### src/rtl/ex_mem_pkg.sv
// Shared widths, control-bit positions and the default EX/MEM entry layout.
// The optional branch resolution feature is selected with EX_MEM_BRANCH_RESOLVE_EN.
package ex_mem_pkg;

  localparam int DEF_DATA_W     = 32;
  localparam int DEF_REG_ADDR_W = 5;
  localparam int DEF_WB_W       = 2;
  localparam int DEF_MEM_W      = 3;

  localparam int WB_REG_WRITE  = 1;
  localparam int WB_MEM_TO_REG = 0;

  localparam int MEM_BRANCH = 2;
  localparam int MEM_READ   = 1;
  localparam int MEM_WRITE  = 0;

  typedef struct packed {
    logic [DEF_DATA_W-1:0]     pc_beq;
    logic [DEF_DATA_W-1:0]     alu_result;
    logic [DEF_DATA_W-1:0]     read_data_2;
    logic [DEF_REG_ADDR_W-1:0] write_register;
    logic                      alu_zero;
    logic [DEF_WB_W-1:0]       WB;
    logic [DEF_MEM_W-1:0]      MEM;
  } ex_mem_entry_t;

endpackage

### src/rtl/ex_mem_skid.sv
// Generic 2-slot elastic buffer (main + skid) with full throughput and strict FIFO order.
// flush drops both slots; drop_skid discards only the skid entry while main is consumed.
module ex_mem_skid
  import ex_mem_pkg::*;
#(
  parameter type entry_t = ex_mem_entry_t
) (
  input  logic   clock,
  input  logic   startin,
  input  logic   flush,
  input  logic   drop_skid,
  input  logic   in_valid,
  output logic   in_ready,
  input  entry_t in_data,
  output logic   out_valid,
  input  logic   out_ready,
  output entry_t out_data
);

  logic   main_valid;
  logic   skid_valid;
  entry_t main_data;
  entry_t skid_data;
  logic   accept;
  logic   main_load;

  assign in_ready  = !skid_valid;
  assign accept    = in_valid && in_ready;
  assign main_load = !main_valid || out_ready;
  assign out_valid = main_valid;
  assign out_data  = main_data;

  // The skid slot only fills when main is stalled, so in_ready can be a plain register decode.
  always_ff @(posedge clock or posedge startin) begin
    if (startin) begin
      main_valid <= 1'b0;
      skid_valid <= 1'b0;
      main_data  <= '0;
      skid_data  <= '0;
    end else if (flush) begin
      main_valid <= 1'b0;
      skid_valid <= 1'b0;
    end else begin
      if (main_load) begin
        if (skid_valid && !drop_skid) begin
          main_data  <= skid_data;
          main_valid <= 1'b1;
        end else if (accept) begin
          main_data  <= in_data;
          main_valid <= 1'b1;
        end else begin
          main_valid <= 1'b0;
        end
      end
      if (drop_skid || (skid_valid && main_load)) begin
        skid_valid <= 1'b0;
      end else if (accept && !main_load) begin
        skid_data  <= in_data;
        skid_valid <= 1'b1;
      end
    end
  end

endmodule

### src/rtl/ex_mem_pipe_reg.sv
// EX/MEM pipeline register with valid/ready skid buffering, sync flush and bubble masking.
// Define EX_MEM_BRANCH_RESOLVE_EN to add pc_src_output/pc_target_output and taken-branch skid drop.
module ex_mem_pipe_reg
  import ex_mem_pkg::*;
#(
  parameter int DATA_W     = DEF_DATA_W,
  parameter int REG_ADDR_W = DEF_REG_ADDR_W,
  parameter int WB_W       = DEF_WB_W,
  parameter int MEM_W      = DEF_MEM_W
) (
  input  logic                  clock,
  input  logic                  startin,
  input  logic                  flush,
  input  logic                  in_valid,
  output logic                  in_ready,
  input  logic [DATA_W-1:0]     pc_beq_input,
  input  logic [DATA_W-1:0]     alu_result_input,
  input  logic [DATA_W-1:0]     read_data_2_input,
  input  logic [REG_ADDR_W-1:0] write_register_input,
  input  logic                  alu_zero_input,
  input  logic [WB_W-1:0]       WB_input,
  input  logic [MEM_W-1:0]      MEM_input,
  output logic                  out_valid,
  input  logic                  out_ready,
  output logic [DATA_W-1:0]     pc_beq_output,
  output logic [DATA_W-1:0]     alu_result_output,
  output logic [DATA_W-1:0]     read_data_2_output,
  output logic [REG_ADDR_W-1:0] write_register_output,
  output logic                  alu_zero_output,
  output logic [WB_W-1:0]       WB_output,
  output logic [MEM_W-1:0]      MEM_output
`ifdef EX_MEM_BRANCH_RESOLVE_EN
  ,
  output logic                  pc_src_output,
  output logic [DATA_W-1:0]     pc_target_output
`endif
);

  // Local entry layout so non-default parameter widths are carried without truncation.
  typedef struct packed {
    logic [DATA_W-1:0]     pc_beq;
    logic [DATA_W-1:0]     alu_result;
    logic [DATA_W-1:0]     read_data_2;
    logic [REG_ADDR_W-1:0] write_register;
    logic                  alu_zero;
    logic [WB_W-1:0]       WB;
    logic [MEM_W-1:0]      MEM;
  } entry_t;

  entry_t in_entry;
  entry_t out_entry;
  logic   drop_skid;

  assign in_entry.pc_beq         = pc_beq_input;
  assign in_entry.alu_result     = alu_result_input;
  assign in_entry.read_data_2    = read_data_2_input;
  assign in_entry.write_register = write_register_input;
  assign in_entry.alu_zero       = alu_zero_input;
  assign in_entry.WB             = WB_input;
  assign in_entry.MEM            = MEM_input;

  ex_mem_skid #(
    .entry_t(entry_t)
  ) u_skid (
    .clock    (clock),
    .startin  (startin),
    .flush    (flush),
    .drop_skid(drop_skid),
    .in_valid (in_valid),
    .in_ready (in_ready),
    .in_data  (in_entry),
    .out_valid(out_valid),
    .out_ready(out_ready),
    .out_data (out_entry)
  );

  assign pc_beq_output         = out_entry.pc_beq;
  assign alu_result_output     = out_entry.alu_result;
  assign read_data_2_output    = out_entry.read_data_2;
  assign write_register_output = out_entry.write_register;
  assign alu_zero_output       = out_entry.alu_zero;

  // Bubbles must never carry live control into MEM/WB, even though data is left stale.
  assign WB_output  = out_valid ? out_entry.WB  : '0;
  assign MEM_output = out_valid ? out_entry.MEM : '0;

`ifdef EX_MEM_BRANCH_RESOLVE_EN
  assign pc_src_output    = out_valid && out_entry.MEM[MEM_BRANCH] && out_entry.alu_zero;
  assign pc_target_output = out_entry.pc_beq;
  assign drop_skid        = pc_src_output && out_ready;
`else
  assign drop_skid        = 1'b0;
`endif

endmodule

### config.mk
export PLATFORM = sky130hd
export DESIGN_NAME = ex_mem_pipe_reg
export DESIGN_NICKNAME = d
export VERILOG_FILES = /design/src/rtl/ex_mem_pkg.sv /design/src/rtl/ex_mem_skid.sv /design/src/rtl/ex_mem_pipe_reg.sv
export SDC_FILE = /design/constraint.sdc
export NUM_CORES = 1
export LEC_CHECK = 0
export CORE_AREA = 2 2 162 164
export CTS_CLUSTER_DIAMETER = 60
export DETAILED_ROUTE_END_ITERATION = 10
export DIE_AREA = 0 0 164 166
export PLACE_DENSITY = 0.68
export SYNTH_ARGS = -nofsm -noshare
export SYNTH_HDL_FRONTEND = slang
export SYNTH_SLANG_ARGS = --single-unit
### constraint.sdc
create_clock -name clock -period 9.85 [get_ports clock]
set_clock_uncertainty 0.05 [all_clocks]
set_input_delay 1.97 -clock clock [delete_from_list [all_inputs] [get_ports clock]]
set_output_delay 1.97 -clock clock [all_outputs]
set_load 0.02 [all_outputs]
## Word-level counts from Yosys, hierarchy flattened

Index checks and enable logic that the tools add are counted.

- Output and inout bits: 109
- Register bits after elaboration: 216

- Bitwise logic cells: 2
- Multiplexer cells: 11
- Reductions and logical operators: 12

Operators with widths:

| cell | number |
|---|---|
| 2-to-1 mux 107 bit | 2 |
| 2-to-1 mux 1 bit | 7 |
| AND reduction 3 bit | 2 |
| nonzero test 2 bit | 2 |
| logical AND 1 bit | 3 |
| zero test 1 bit | 3 |
| 2-to-1 mux 3 bit | 1 |
| nonzero test 3 bit | 1 |
| 2-to-1 mux 2 bit | 1 |
| inverter 1 bit | 2 |
| logical OR 1 bit | 1 |

## Depth between registers and ports, before layout

Gate-level depths: netlist (run 1).

- Depth after elaboration: 7
- Depth in mapped cells: 6
- Depth with buffers taken out: 3

## Modules after synthesis

From an unflattened synthesis (run 1), not the netlist that was laid out.

- Cells, all modules: 589
- Area, all modules: 9455.3 um^2

By module, submodules not included:

| module | area an instance (um^2) | cells an instance | sequential area each (um^2) | times used |
|---|---|---|---|---|
| ex_mem_skid | 9420.3 | 583 | 5405.2 | 1 |
| ex_mem_pipe_reg | 35.0 | 6 | 0.0 | 1 |

## Worst setup path after synthesis (run 1)

No wires, ideal clock.

- Path type: input -> register
- Start: input out_ready
- End: register u_skid.main_data (netlist bit u_skid.out_data[52])
- Slack: 6.614 ns
- Path buffers: 2
- Arrival time: 3.061 ns
- Cell stages on the path: 5
- Cell sequence: and2b_4 -> nor3_4 -> buf_4 -> buf_6 -> mux2_2

- Longest elaborated chain between the ends: 2

RTL lines:

| element | RTL line | RTL |
|---|---|---|
| start: declaration | ex_mem_pipe_reg.sv:24 | `input logic out_ready,` |
| logical OR 1 bit | ex_mem_skid.sv:29 | `assign main_load = !main_valid \|\| out_ready;` |
| AND reduction 3 bit (no line) | -- |  |
| end signal: assignment | ex_mem_skid.sv:46 | `main_data <= skid_data;` |
| end signal: assignment | ex_mem_skid.sv:49 | `main_data <= in_data;` |
| end: declaration | ex_mem_skid.sv:22 | `entry_t main_data;` |

No other way between the ends.
A chain may end at the register's enable or synchronous reset.

## Worst setup path in the final report (run 1)

- Start: input flush
- End: register u_skid.skid_data[17] (netlist bit)

- Longest elaborated chain between the ends: 2

RTL lines:

| element | RTL line | RTL |
|---|---|---|
| start: declaration | ex_mem_pipe_reg.sv:13 | `input logic flush,` |
| inverter 1 bit (no line) | -- |  |
| AND reduction 3 bit (no line) | -- |  |
| end signal: assignment | ex_mem_skid.sv:58 | `skid_data <= in_data;` |
| end: declaration | ex_mem_skid.sv:23 | `entry_t skid_data;` |

No other way between the ends.

==> results.cfg, run 1 <==
[run_status]
status = finished, final reports clean

[clock_tree]
cts_tree = yes
clock_latency_ps = 510
clock-sinks = 216
cts-root-buf = clkbuf_16
cts.path.max_buffers = 3
clkTransAtPathRegs_ps = 60
cts_hold_buf = 0
post_cts_resized = 0
numCtsBuffers = 25
h-tree-depth = 1
post_cts_buffers = 0

[drt]
antenna_left = 0
initialDrtViolationCount = 181
vias = 5483
viasPerCell = 4.739
drc_errors = 0
wl_met3_um = 1650
dr.pass1.iters = 4
highest_layer = met4
wl_met1_um = 8830
wl_met2_um = 8815
wl_per_cell_um = 16.90
drt_wl_total_um = 19550

[worst_setup_path]
start_kind = primary input
worst-path-max-fanout = 73
r2r_end = u_skid.out_data[55]
worstPathArrival_ps = 4460
cp_slowest_cell = buf_4
cp_cell_sequence = clkdlybuf4s50_1, nor2_1, nand3_4, buf_4, mux2_2
cp_slowest_stage_delay_ps = 850
worstPathRequired_ps = 10190
rrSetupSlack_ps = 7070
reg2reg_depth = 5
worstSetupPathType = in2reg
end_kind = flop
timing.rr.start = u_skid.skid_valid

[yosys]
yosys.area.top_type = dfrtp_1
yosysSeqAreaShare_pct = 53.65
synthAdderAreaFrac_pct = 0
synth_cell_types = 17
yosys-top-cells-area = dfrtp_1, mux2_2, buf_4, mux2_1, buf_2
synth_xor_area_share_pct = 0
synth-compound-area-share_pct = 0.04968
synth_simple_gate_area_share_pct = 0.8569
yosysTopAreaCellShare_pct = 53.65
syn-num-nets = 799
synth_area_sq_um = 10070
syn_area_per_cell_sq_um = 14.66
synth_top_family_by_area = multiplexers
ys_seq_elements = 216
synth_cells = 687
synthMuxAreaShare_pct = 35.88
ys_warn_count = 0

[timing]
finalHoldViolCount = 0
tightest_slew_ps = 1025
slew_viol_final = 0
timing.fmax_ghz = 0.2431
final.setup.tns_ps = 0
rsz0062_at_grt = no
setup_violations = 0
fin_crit_ps = 4114
slew_headroom_pct = 31.69
final.period_utilization_pct = 41.76

[final_layout]
fin_util_pct = 49.30
fin_area_sq_um = 12630
final_layout_size_suffix_gt1_share_pct = 39.95
seq_area_sq_um = 5409
nNetsFinal = 918
area_growth_pct = 25.35
fillers = 2217
multi_input_area_sq_um = 3714

[floorplanning]
ioPinCount = 221
rows = 59
initial_core_util_pct = 39.33
die_x_um = 164
dieArea_sq_um = 27220
core_sq_um = 25620
die_h_um = 166

[power_and_ir_drop]
p_leak_nw = 5.207
total_power_w = 0.002671
powerDensity_nw_per_um2 = 211.5
ir_drop_v = 0.0001286

[global_routing]
grt_pass1_wl_um = 31470
grt-ovfl-total = 0
grt_pass1_vias = 5948
grt_antenna_before_repair = 0
grt.total_usage_pct = 14.31
grt_max_degree = 90

[min_path]
min_to = u_skid.out_data[65]
whs_path_depth = 1
hold_start = u_skid.out_data[65]
hp-class = reg2reg

[place]
port-buffer-count = 220
place_congestion = 0.7346
hpwl_um = 12330
placed_area_sq_um = 11810

[job]
drv_cap = 0
synth_stat cells:
| cell type | count |
|---|---|
| mux2_2 | 280 |
| dfrtp_1 | 216 |
| buf_4 | 106 |
| mux2_1 | 41 |
| buf_2 | 17 |
| buf_1 | 6 |
| and2_1 | 5 |
| buf_6 | 4 |
| clkbuf_1 | 2 |
| inv_1 | 2 |
| nor2_1 | 2 |
| a21oi_1 | 1 |
| and2b_4 | 1 |
| nand2b_1 | 1 |
| nand3_2 | 1 |
| nor3_1 | 1 |
| nor3_4 | 1 |
power by group:
part           switching [W]  leakage [nW]  internal, W
Combinational       0.000241          2.22     0.000342
Clock               0.000350         0.391     0.000561
Sequential         0.0000923          2.59      0.00108
sequential cells by signal (all words and copies together), names as in the netlist:
| signal | flops |
|---|---|
| u_skid.out_valid | 1 |
| u_skid.skid_data | 107 |
| u_skid.out_data | 107 |
| u_skid.skid_valid | 1 |
routing by layer:
layer / track usage [%] / up-vias
li1: - / 2554
met1: 18.80 / 2755
met5: 0 / -
met4: 3.051 / 0
met3: 5.020 / 20
met2: 22.89 / 154
final cells by class:
type	count	area share [%]
diodes	1	0.01982
clock buffers	37	5.786
clock inverters	5	0.6638
inverters	2	0.1189
multi-input cells	334	29.41
flip-flops and latches	216	42.83
well taps	335	3.319
repair buffers	227	17.85
kinds of logic (layout without fill, tap and decap cells):
kind of cell,after synthesis,count (layout)
other,0,1
DFF,216,216
buffers and inverters,137,271
and+or+nand+nor,12,12
AOI/OAI and AO/OA,1,1
muxes,321,321
placed cells by master (no fill, tap or decap), drive strengths merged, types with 2 or more instances in the layout:
cell	instances
clkdlybuf4s50	220
buf	7
clkbuf	37
dfrtp	216
nor2	2
clkinvlp	2
mux2	321
and2	5
bufinv	2
inv	3
nor3	2
worst max path at each step:
| stage | start | slack, ps | end | cells after the start |
|---|---|---|---|---|
| detailed placement | flush | 5150 | u_skid.skid_data[17] | 5 |
| floorplan | startin | 1920 | u_skid.out_data[0] | 1 |
| CTS | flush | 5700 | u_skid.skid_data[17] | 5 |
| finish | flush | 5740 | u_skid.skid_data[17] | 5 |
| global route | out_ready | 5570 | u_skid.skid_data[17] | 5 |
| global placement | flush | 5180 | u_skid.skid_data[7] | 5 |
critical path: cells and delay by family:
kind / cells / cell delay (ps)
simple gates: 2 / 520
mux: 1 / 420
buf+inv: 2 / 1420
through the flow:
step                hold WS [ps]  setup slack [ps]  std cells
floorplan                  408.5              1922        687
global placement           417.4              5177       1114
detailed placement         424.0              5146       1114
CTS                        436.5              5698       1156
global route               450.8              5570       1156
finish                     432.7              5736       1157
Note: power is estimated with default switching activity, not from simulation.
==> run 2: changes to the inputs <==
==> constraint.sdc (replaced) <==
create_clock -name clock -period 4.06 [get_ports clock]
set_clock_uncertainty 0.05 [all_clocks]
set_input_delay 0.812 -clock clock [delete_from_list [all_inputs] [get_ports clock]]
set_output_delay 0.812 -clock clock [all_outputs]
set_load 0.02 [all_outputs]
==> run 2 against run 1 <==
  * Setup slack got worse by 4600 ps
  * Sequential cell count unchanged
  * Sequential share of layout area about the same
  * Register-to-register slack got worse by 5500 ps
  * First-iteration DRC count increased by 28%
==> results.cfg, run 2 (same netlist as run 1, synthesis figures left out) <==
[run_status]
status = finished, final reports clean

[clock_tree]
cts.path.max_buffers = 3
post_cts_resized = 0
clkTransAtPathRegs_ps = 60
h-tree-depth = 1
clock-sinks = 216
cts_tree = yes
numCtsBuffers = 25
clock_latency_ps = 510
post_cts_buffers = 0
cts-root-buf = clkbuf_16
cts_hold_buf = 0

[global_routing]
grt_pass1_wl_um = 31610
grt_antenna_before_repair = 1
grt-ovfl-total = 0
grt_pass1_vias = 6008
grt.total_usage_pct = 14.46
grt_max_degree = 114

[timing]
rsz0062_at_grt = no
tightest_slew_ps = 909.7
final.period_utilization_pct = 71.79
final.setup.tns_ps = 0
slew_viol_final = 0
whs_ps = 433.0
timing.fmax_ghz = 0.3431
slew_headroom_pct = 39.36
fin_ws_ps = 1146
fin_crit_ps = 2914
setup_violations = 0
finalHoldViolCount = 0

[drt]
vias = 5469
drc_errors = 0
wl_per_cell_um = 16.95
viasPerCell = 4.723
initialDrtViolationCount = 231
antenna_left = 0
dr.pass1.iters = 4
drt_wl_total_um = 19630

[worst_setup_path]
rrSetupSlack_ps = 1570
end_kind = output port
worstPathRequired_ps = 3200
reg2reg_depth = 4
timing.rr.start = u_skid.skid_valid
worstSetupPathType = reg2out
worstPathArrival_ps = 2050
worst-path-max-fanout = 45
r2r_end = u_skid.skid_data[59]
start_kind = flop

[place]
port-buffer-count = 220
dp_cells = 1114
place_congestion = 0.7169
hpwl_um = 12290
dpl_worst_slack_ps = 1108

[final_layout]
layout_common_cells = mux2_2, clkdlybuf4s50_1, dfrtp_1, mux2_1, clkbuf_16
fin_util_pct = 49.33
final_layout_size_suffix_gt1_share_pct = 39.78
seq_area_sq_um = 5409
nNetsFinal = 918
multi_input_area_sq_um = 3714
fillers = 2231
area_growth_pct = 25.42
final_common_cell = mux2_2
final_cells = 1158

[min_path]
hp-class = reg2reg
min_to = u_skid.out_data[65]
hold_start = u_skid.out_data[65]
whs_path_depth = 1

[floorplanning]
initial_core_util_pct = 39.33
dieArea_sq_um = 27220
rows = 59
ioPinCount = 221
die_h_um = 166
core_sq_um = 25620
die_x_um = 164

[power_and_ir_drop]
powerDensity_nw_per_um2 = 506.4
p_leak_nw = 5.207
ir_drop_v = 0.0002971

[job]
drv_cap = 0
==> run 2: metrics by stage <==
stage / power, W / cell area, sq um
6_report: 0.006399 / 12640
5_1_grt: 0.006741 / 12630
3_5_place_dp: 0.004331 / 11860
3_3_place_gp: 0.004292 / 11860
2_1_floorplan: 0.003926 / 10080
4_1_cts: 0.006512 / 12630
==> run 2: per-layer routing <==
| metal | GRT usage (%) | part of all wire, % | vias to the layer above | wire length, um |
|---|---|---|---|---|
| met1 | 18.76 | 44 | 2743 | 8685 |
| met3 | 5.045 | 8.6 | 16 | 1684 |
| met4 | 2.746 | 0.93 | 0 | 183 |
| met5 | 0 | 0 | - | 0 |
| met2 | 23.58 | 46 | 155 | 9077 |
| li1 | - | - | 2555 | - |
==> run 2: cell type report <==
| type | count | area share, % |
|---|---|---|
| Inverter | 2 | 0.08912 |
| Clock buffer | 37 | 5.624 |
| Clock inverter | 6 | 0.5149 |
| Tap cell | 335 | 3.317 |
| Antenna cell | 1 | 0.01980 |
| Timing Repair Buffer | 227 | 18.24 |
| Multi-Input combinational cell | 334 | 29.39 |
| Sequential cell | 216 | 42.81 |
==> run 2: how the worst max path moves through the flow <==
stage                           start                   end  slack (ps)  depth (start not counted)
floorplan                     startin    u_skid.out_data[0]         390                          1
global placement                flush  u_skid.skid_data[54]        1110                          5
detailed placement              flush  u_skid.skid_data[30]        1110                          5
CTS                 u_skid.skid_valid              in_ready        1090                          2
global route        u_skid.skid_valid              in_ready        1010                          2
finish              u_skid.skid_valid              in_ready        1150                          2
==> run 2: critical path: stages (launching register included) <==
cell,delay (ps)
dfrtp_4,840
inv_1,80
clkdlybuf4s50_1,560
==> run 2: power by group <==
part	switching [W]	internal [W]
Sequential	0.000233	0.00263
Combinational	0.000579	0.000834
Clock	0.000852	0.00127
==> variant 1: new RTL, flow settings as in run 1 <==
Add a define of `EX_MEM_BRANCH_RESOLVE_EN`.
--- a/src/rtl/ex_mem_pipe_reg.sv
+++ b/src/rtl/ex_mem_pipe_reg.sv
@@ -1,5 +1,7 @@
 // EX/MEM pipeline register with valid/ready skid buffering, sync flush and bubble masking.
 // Define EX_MEM_BRANCH_RESOLVE_EN to add pc_src_output/pc_target_output and taken-branch skid drop.
+`define EX_MEM_BRANCH_RESOLVE_EN
+
 module ex_mem_pipe_reg
   import ex_mem_pkg::*;
 #(
Formal check against the unedited RTL (old outputs only; new: pc_src_output and pc_target_output): not equivalent (Yosys sat finds a counterexample within 4 cycles, from zero or initial values).
==> variant 1 against run 1 <==
Register-to-register slack got worse by 0.52 ns; cell area increased by 0.95%; core utilization increased by 0.47 points; wire length increased by 26%; area after synthesis increased by 0.42%; setup slack got worse by 0.36 ns; combinational power increased by 15%; total power increased by 6.8%; sequential cell count unchanged; final cell count increased by 7.2%; critical path depth decreased by 3; non-clock buffer count increased by 36; via count increased by 23%; critical path type is now reg -> out; largest cell class unchanged; highest routed layer unchanged.
==> variant 1: results (changes against run 1) <==
* Outcome: completed
* GRT met2 Usage at 0.2791 (+0.05024)
* Yosys cell types at 28 (+11)
* Hold path start: u_skid.skid_data[5]$_DFFE_PP0P_
* Syn nets at 905 (+13%)
* Register-to-register setup slack at 6.55 ns (-0.52 ns)
* Hpwl dp at 14.16 mm (+15%)
* Routed length per instance at 19.82 um (+17%)
* CP max stage cell: dfrtp_4
* WL met3 at 1.869 mm (+13%)
* Startpoint types: flop
* Number of global-route vias before repair at 7066 (+19%)
* DP Area at 11860 um^2 (+0.43%)
* Ranking of synthesized cells by area: dfrtp_1, buf_4, mux2_2
* Largest net degree at the start of global routing at 145 (+61%)
* Pre-CTS setup slack at 4.954 ns (-0.1926 ns)
* Layout cells sized above 1 at 0.1834 (-0.2161)
* Delay-heaviest family, CP: flip-flops
* Starting DRT DRC Count at 440 (+140%)
* Compound-Gate Fraction of Synth Area at 0.1730 (+0.1725)
* All-Layer GR Usage at 0.1781 (+0.03497)
* Gpl congestion at 0.7415 (+0.94%)
* Synth cell count leaders: dfrtp_1, buf_4, mux2_2, a2bb2oi_1, o22ai_1
* Wire length on met2 at 11.17 mm (+27%)
* Register area share after synthesis at 0.5343 (-0.002256)
* Mux cell area share after synthesis at 0.1302 (-0.2286)
* Final #Nets at 1000 (+8.9%)
* PortBufs at 253 (+15%)
* Final cell count without fillers at 1240 (+7.2%)
* Worst path arrival time at 2.45 ns (-2.01 ns)
==> variant 1: changes by cell type after synthesis, moves of 31 or more <==
cell	change
a221o_1	+31
a22o_1	+31
a2bb2oi_1	+73
and2_1	+32
clkbuf_1	+38
mux2_1	-41
mux2_2	-203
o22ai_1	+73
==> variant 1: worst reg2reg max path: stages, from the launching register on <==
cell,delay [ns]
dfrtp_4,0.95
or4b_4,0.82
buf_4,0.91
mux2_2,0.45
==> variant 1: layout make-up <==
class	count	area [um^2]	share of cell area
clock inverter	11	190.2	0.01492
clock buffer	33	695.7	0.05457
timing repair buffer	263	2608	0.2045
inverter	2	15.01	0.001178
multi-input combinational	380	3412	0.2676
sequential	216	5409	0.4243
tap	335	419.2	0.03288
==> variant 1: report_power, final <==
part           switching, uW  internal (uW)  total (uW)
combinational            282            389         671
sequential               114           1070        1190
clock                    365            627         993
